[config.mk]
export PLATFORM = sky130hd
export DESIGN_NAME = fixed_point_iterative_butterfly_combine
export DESIGN_NICKNAME = d
export VERILOG_FILES = /design/src/rtl/fixed_point_iterative_butterfly_pkg.sv /design/src/rtl/fixed_point_iterative_butterfly_addsub.sv /design/src/rtl/fixed_point_iterative_butterfly_combine.sv
export SDC_FILE = /design/constraint.sdc
export NUM_CORES = 1
export LEC_CHECK = 0
export ABC_CLOCK_PERIOD_IN_PS = 2600
export BUFFER_PORTS_ARGS = -buffer_cell sky130_fd_sc_hd__buf_2
export CORE_ASPECT_RATIO = 1.1
export CORE_UTILIZATION = 51
export DETAILED_ROUTE_END_ITERATION = 8
export PLACE_DENSITY = 0.89
export SLEW_MARGIN = 20
export SYNTH_ARGS = -nofsm -noshare
export SYNTH_HDL_FRONTEND = slang
export SYNTH_SLANG_ARGS = --single-unit
[constraint.sdc]
create_clock -name clk -period 2.6 [get_ports clk]
set_input_delay 0.13 -clock clk [delete_from_list [all_inputs] [get_ports clk]]
set_output_delay 0.13 -clock clk [all_outputs]
set_load 0.01 [all_outputs]
[src/rtl/fixed_point_iterative_butterfly_pkg.sv]
// Shared types for the iterative fixed-point FFT butterfly.
// Holds the combine-stage FSM encoding used by the butterfly top level.
package fixed_point_iterative_butterfly_pkg;

    typedef enum logic [1:0] {
        EMPTY  = 2'd0,
        HAVE_A = 2'd1,
        HAVE_P = 2'd2,
        FULL   = 2'd3
    } comb_state_e;

endpackage

[src/rtl/fixed_point_iterative_butterfly_addsub.sv]
// Combinational sum/difference of one component pair.
// With scale set, both results are halved with floor rounding and never overflow.
module fixed_point_iterative_butterfly_addsub #(
    parameter int n     = 32,
    parameter int scale = 0
) (
    input  logic [n-1:0] a_i,
    input  logic [n-1:0] b_i,
    output logic [n-1:0] sum_o,
    output logic [n-1:0] dif_o
);

    if (scale != 0) begin : g_scaled
        logic [n:0] a_ext;
        logic [n:0] b_ext;
        logic [n:0] sum_w;
        logic [n:0] dif_w;

        // One guard bit keeps the full result before the halving shift
        assign a_ext = {a_i[n-1], a_i};
        assign b_ext = {b_i[n-1], b_i};
        assign sum_w = a_ext + b_ext;
        assign dif_w = a_ext - b_ext;
        assign sum_o = sum_w[n:1];
        assign dif_o = dif_w[n:1];
    end else begin : g_wrap
        assign sum_o = a_i + b_i;
        assign dif_o = a_i - b_i;
    end

endmodule

[src/rtl/fixed_point_iterative_butterfly_combine.sv]
// Joins operand a and product p streams and emits x = a + p, y = a - p.
// Either operand may arrive first; a result is sent before new operands are taken.
module fixed_point_iterative_butterfly_combine
    import fixed_point_iterative_butterfly_pkg::*;
#(
    parameter int n     = 32,
    parameter int d     = 16,
    parameter int scale = 0
) (
    input  logic         clk,
    input  logic         reset,
    input  logic         a_recv_val,
    output logic         a_recv_rdy,
    input  logic [n-1:0] ar,
    input  logic [n-1:0] ac,
    input  logic         p_recv_val,
    output logic         p_recv_rdy,
    input  logic [n-1:0] pr,
    input  logic [n-1:0] pc,
    output logic         send_val,
    input  logic         send_rdy,
    output logic [n-1:0] xr,
    output logic [n-1:0] xc,
    output logic [n-1:0] yr,
    output logic [n-1:0] yc
);

    if (d < 0 || d >= n) begin : g_bad_d
        $error("fractional bits d must lie in [0, n-1]");
    end

    comb_state_e state_q;
    comb_state_e state_d;

    logic a_fire;
    logic p_fire;
    logic s_fire;

    logic [n-1:0] a_r_q;
    logic [n-1:0] a_c_q;
    logic [n-1:0] p_r_q;
    logic [n-1:0] p_c_q;
    logic [n-1:0] a_r_d;
    logic [n-1:0] a_c_d;
    logic [n-1:0] p_r_d;
    logic [n-1:0] p_c_d;

    assign a_fire = a_recv_val & a_recv_rdy;
    assign p_fire = p_recv_val & p_recv_rdy;
    assign s_fire = send_val & send_rdy;

    always_ff @(posedge clk or negedge reset) begin
        if (!reset) begin
            state_q <= EMPTY;
        end else begin
            state_q <= state_d;
        end
    end

    always_comb begin
        state_d = state_q;
        unique case (state_q)
            EMPTY: begin
                if (a_fire && p_fire) begin
                    state_d = FULL;
                end else if (a_fire) begin
                    state_d = HAVE_A;
                end else if (p_fire) begin
                    state_d = HAVE_P;
                end
            end
            HAVE_A: if (p_fire) state_d = FULL;
            HAVE_P: if (a_fire) state_d = FULL;
            FULL:   if (s_fire) state_d = EMPTY;
            default: state_d = EMPTY;
        endcase
    end

    // FULL refuses new operands, so a send never overlaps an accept
    always_comb begin
        a_recv_rdy = 1'b0;
        p_recv_rdy = 1'b0;
        send_val   = 1'b0;
        unique case (state_q)
            EMPTY: begin
                a_recv_rdy = 1'b1;
                p_recv_rdy = 1'b1;
            end
            HAVE_A: p_recv_rdy = 1'b1;
            HAVE_P: a_recv_rdy = 1'b1;
            FULL:   send_val   = 1'b1;
            default: begin
                a_recv_rdy = 1'b0;
                p_recv_rdy = 1'b0;
                send_val   = 1'b0;
            end
        endcase
    end

    always_comb begin
        a_r_d = a_fire ? ar : a_r_q;
        a_c_d = a_fire ? ac : a_c_q;
        p_r_d = p_fire ? pr : p_r_q;
        p_c_d = p_fire ? pc : p_c_q;
    end

    always_ff @(posedge clk or negedge reset) begin
        if (!reset) begin
            a_r_q <= '0;
            a_c_q <= '0;
            p_r_q <= '0;
            p_c_q <= '0;
        end else begin
            a_r_q <= a_r_d;
            a_c_q <= a_c_d;
            p_r_q <= p_r_d;
            p_c_q <= p_c_d;
        end
    end

    fixed_point_iterative_butterfly_addsub #(
        .n     (n),
        .scale (scale)
    ) u_re (
        .a_i   (a_r_q),
        .b_i   (p_r_q),
        .sum_o (xr),
        .dif_o (yr)
    );

    fixed_point_iterative_butterfly_addsub #(
        .n     (n),
        .scale (scale)
    ) u_im (
        .a_i   (a_c_q),
        .b_i   (p_c_q),
        .sum_o (xc),
        .dif_o (yc)
    );

endmodule

==> results.md, run 1 <==
- Seq/Total Area, Yosys: 27.9%
- Post-synth top cells: inv_1, a21oi_1, dfrtp_1
- Syn_nets: 1571
- Most common cell in the netlist: inv_1
- CTS Buf Count: 17
- Ys async rst share: 100%
- Worst-case clock buffer depth: 2
- Std-Cell Rows: 57
- Clock sinks: 130
- # IOs: 264
- Largest net degree at the start of global routing: 66
- Post-synth top area share: 27.9%
- CTS root buf: clkbuf_16
- Syn_area_per_cell: 8.91 um^2
- YS warnings: 0
- Port Buffers: 263
- Synthesized area: 0.0116 mm^2
- HPWL Detailed: 31.1 mm
- Post-place setup slack: -0.526 ns
- Die Ht: 160 um
- Synthesized flop and latch total: 130
- Total Routing Usage GR: 72.8%
- GRT overflow: 258
- Die Wd: 146 um
- Failed at: global routing
- H-Tree Level Count: 4
- Netlist cell types: 71
- Number of flops mapped to enable cells by yosys: 0
- Synth area leaders: dfrtp_1, ha_1, mux2_2, xnor2_1, a21oi_1
- Worst End Pin Type: top-level output
- GR repair worst EP: xc[30]
- Synth Instances: 1306
- Top_reg_cell synth: dfrtp_1
- Initial Utilization: 52.3%
- Yosys top cell by area: dfrtp_1
- Gpl congestion: 0.975
- Error message: [ERROR GRT-0232] Routing congestion too high. Check the congestion heatmap in the GUI.
- Status: aborted with a tool error
-- what timing repair did --
action	4_1_cts
gates resized for setup	269
pin swaps	128
hold buffers	129
hold endpoints to repair	191
buffers inserted	64
cloned	0
endpoints found under the setup margin	100
-- kinds of logic after synthesis --
kind of cell | share of synthesized area [%]
adders and majority gates | 14.4
buffers and inverters | 6.67
muxes | 12.5
AOI/OAI and AO/OA | 18.3
and+or+nand+nor | 11.3
xor gates and xnor gates | 8.88
DFF | 27.9
-- layer usage --
metal  track usage [%]  GRT overflow
met5              13.3             0
met4              75.6            83
met3              49.9             5
met2              96.3           167
met1              71.8             3
-- through the flow --
| step | util (%) | cells | setup TNS [ns] | hold WS, ns | instance area (um^2) |
|---|---|---|---|---|---|
| after floorplan | - | 1306 | -1.03 | -0.166 | 11800 |
| after global placement | 69.4 | 2089 | -13.99 | 0.154 | 15400 |
| after detailed placement | 69.4 | 2089 | -20.58 | 0.166 | 15400 |
| after CTS | 85.9 | 2305 | -45.66 | 0.112 | 19100 |
==> inputs of run 2 (changes only) <==
--- a/config.mk
+++ b/config.mk
@@ -5,12 +5,11 @@
 export SDC_FILE = /design/constraint.sdc
 export NUM_CORES = 1
 export LEC_CHECK = 0
-export ABC_CLOCK_PERIOD_IN_PS = 2600
+export ABC_CLOCK_PERIOD_IN_PS = 3400
 export BUFFER_PORTS_ARGS = -buffer_cell sky130_fd_sc_hd__buf_2
-export CORE_ASPECT_RATIO = 1.1
-export CORE_UTILIZATION = 51
+export CORE_UTILIZATION = 40
 export DETAILED_ROUTE_END_ITERATION = 8
-export PLACE_DENSITY = 0.89
+export PLACE_DENSITY_LB_ADDON = 0.15
 export SLEW_MARGIN = 20
 export SYNTH_ARGS = -nofsm -noshare
 export SYNTH_HDL_FRONTEND = slang
==> constraint.sdc (replaced) <==
create_clock -name clk -period 3.4 [get_ports clk]
set_input_delay 0.17 -clock clk [delete_from_list [all_inputs] [get_ports clk]]
set_output_delay 0.17 -clock clk [all_outputs]
set_load 0.01 [all_outputs]
==> run 2 against run 1 <==
  * The flow now finishes, with violations (negative setup slack)
  * Synthesized cell count is the same
  * Synthesized area is the same
==> results.md, run 2 <==
- Placed Cells: 1934
- Critical path's slowest cell: dfrtp_1
- Synth area leaders: dfrtp_1, ha_1, mux2_2, xnor2_1, a21oi_1
- CTS root buf: clkbuf_16
- Placed Instance Area: 0.0135 mm^2
- CP top delay family: compound AO/OA/AOI/OAI gates
- Netlist cell types: 71
- Die Wd: 173 um
- Max Cap Viol: 0
- Fin nets: 2012
- Tmin final: 3.64 ns
- Setup_tns: -1.78 ns
- Hold_sp: pr[21]
- Status: complete, but fails checks
- PnR worst setup slack: -0.238 ns
- Tcrit/Tclk final: 107%
- Final hold violations: 0
- Reg2reg end: p_c_q[0]
- Final instance area: 0.0169 mm^2
- Arr. time, crit path: 3.47 ns
- Port Buffers: 263
- Syn_nets: 1571
- Total Routing Usage GR: 24.5%
- Worst reg2reg setup slack: 1.04 ns
- Critical Path Source: a_r_q[0]
- CTS Buf Count: 17
- Yosys top cell by area: dfrtp_1
- Finished Layout Cells: 2147
- Commonest non-fill, non-tap cell in the layout: buf_2
- Std-Cell Rows: 62
- CP bufs+invs: 2
- Critical path, cell by cell: inv_1 > ha_2 > fa_2 > nor2b_4 > o31a_1 > o21a_1 > o2111a_2 > o31a_1 > a21bo_1 > and3_4 > a2111oi_4 > xnor2_1 > buf_2
- Seq/Total Area, Yosys: 27.9%
- First-pass GRT wire length: 59.0 mm
- Clock sinks: 130
- Synthesized flop and latch total: 130
- Number of flops mapped to enable cells by yosys: 0
- Total iterations of the first detailed-routing run: 5
- Slew @ Worst Pin: 0.813 ns
- Commonest non-fill, non-tap cells in the layout: buf_2, mux2_2, dfrtp_1, dlygate4sd3_1, inv_1
- Failing checks: negative setup slack
- Post-place setup slack: 0.0784 ns
- Residual DRC count: 0
- Die area: 0.0298 mm^2
- Largest net degree at the start of global routing: 82
- Detail Route Antenna Nets: 0
- Final setup fails: 15
- Setup Crit Path Kind: reg2out
- CP endpoint kind: output port
- H-Tree Level Count: 4
- Final clock skew: 0.00948 ns
- Gpl congestion: 0.925
- Hold Path Class: in2reg
- Vias in the first global route: 11205
- Worst-case clock buffer depth: 2
- Reg clk slew, reported paths: 0.06 ns
- Maximum clock rate: 275 MHz
- Launch point of the worst reg-to-reg path: state_q[0]
- Initial Utilization: 40.6%
- Layout Area Growth over Synthesis: 45.1%
- Ys async rst share: 100%
- GRT overflow: 0
- Most common cell in the netlist: inv_1
- Most used cell, CP: o31a_1
- DR vias: 11186
- Rel. slew slack: 45.3%
- Die Ht: 173 um
- CP required: 3.23 ns
- Placeable Area: 0.0287 mm^2
- RSZ-0062 raised after global routing: true
- Crit-path max FO: 3
- Final WL: 37.2 mm
- Synth Instances: 1306
- Final slew viol count: 0
- R2R cell count: 6
- Hold Path Cell Cnt: 2
- Crit path largest cell delay: 0.37 ns
- Synthesized area: 0.0116 mm^2
- Routed wire per std cell: 17.3 um
- Syn_area_per_cell: 8.91 um^2
- # IOs: 264
- Initial antenna violation count: 4
- Top_reg_cell synth: dfrtp_1
- WHS Endpoint: p_r_q[21]
- CP startpoint kind: flop
- CTS tree: yes
- Clock Latency Late Sink: 0.42 ns
- Post-synth top cells: inv_1, a21oi_1, dfrtp_1
- DRT iter0 DRCs: 711
- YS warnings: 0
- HPWL Detailed: 27.1 mm
- Vias/cell: 5.21
- Post-synth top area share: 27.9%
- Layout cells sized above 1: 39.1%
run 2: layout make-up:
type                    instances  area (um^2)
diodes                          3         7.51
clock buffers                  18          439
clock inverters                14          154
fillers                      2527        11800
inverters                     138          528
multi-input cells             976         8650
flip-flops and latches        130         3260
well taps                     384          480
repair buffers                484         3370
run 2: worst register-to-register path: cells and delay by family, from the launching register on:
family / cells / cell delay [ns]
multiplexers: 1 / 0.40
adder cells (fa/ha/maj): 1 / 0.27
flip-flops: 1 / 0.40
buffers and inverters: 2 / 0.37
AND/OR/NAND/NOR: 2 / 0.81
run 2: logic make-up (layout without fill, tap and decap cells):
family,after synthesis,count (layout),share of synthesized area (%)
AOI/OAI and AO/OA,328,328,18.3
and+or+nand+nor,269,269,11.3
muxes,129,129,12.5
xor gates and xnor gates,118,118,8.88
DFF,130,130,27.9
buffers and inverters,200,654,6.67
adders and majority gates,132,132,14.4
other,0,3,0
run 2: timing repair:
item | 4_1_cts | 5_1_grt
resized for setup | 112 | 118
setup endpoints to repair | 46 | 43
pin swaps | 44 | 59
buffers inserted | 26 | 29
gates cloned | 0 | 0
hold endpoints to repair | 204 | 0
hold buffers | 126 | 0
run 2: metal layers:
metal | global-route usage, % | vias up | part of all wire, % | wire, um
met4 | 6.03 | 2 | 1.7 | 626
li1 | - | 5444 | - | -
met2 | 41.6 | 354 | 48 | 18000
met5 | 0 | - | 0.035 | 13
met1 | 31.6 | 5337 | 44 | 16500
met3 | 5.15 | 49 | 5.5 | 2060
run 2: worst max-delay path by stage:
stage	to	slack, ns	depth (start not counted)
after floorplan	yc[26]	0.46	12
after global placement	yc[29]	0.07	12
after detailed placement	yc[26]	0.08	14
after CTS	yr[30]	-0.26	13
after global routing	yr[30]	-0.38	13
final	yr[30]	-0.24	13
run 2: through the flow:
stage | util (%) | hold WS, ns
global route | 58.8 | 0.0164
CTS | 56.1 | 0.00331
finish | 58.8 | 0.0275
detailed placement | 47.2 | 0.284
floorplan | - | -0.126
global placement | 47.2 | 0.271
Power of run 2 is not shown: default switching activity piles up to over one toggle a cycle in this logic, so the estimate is an artifact.
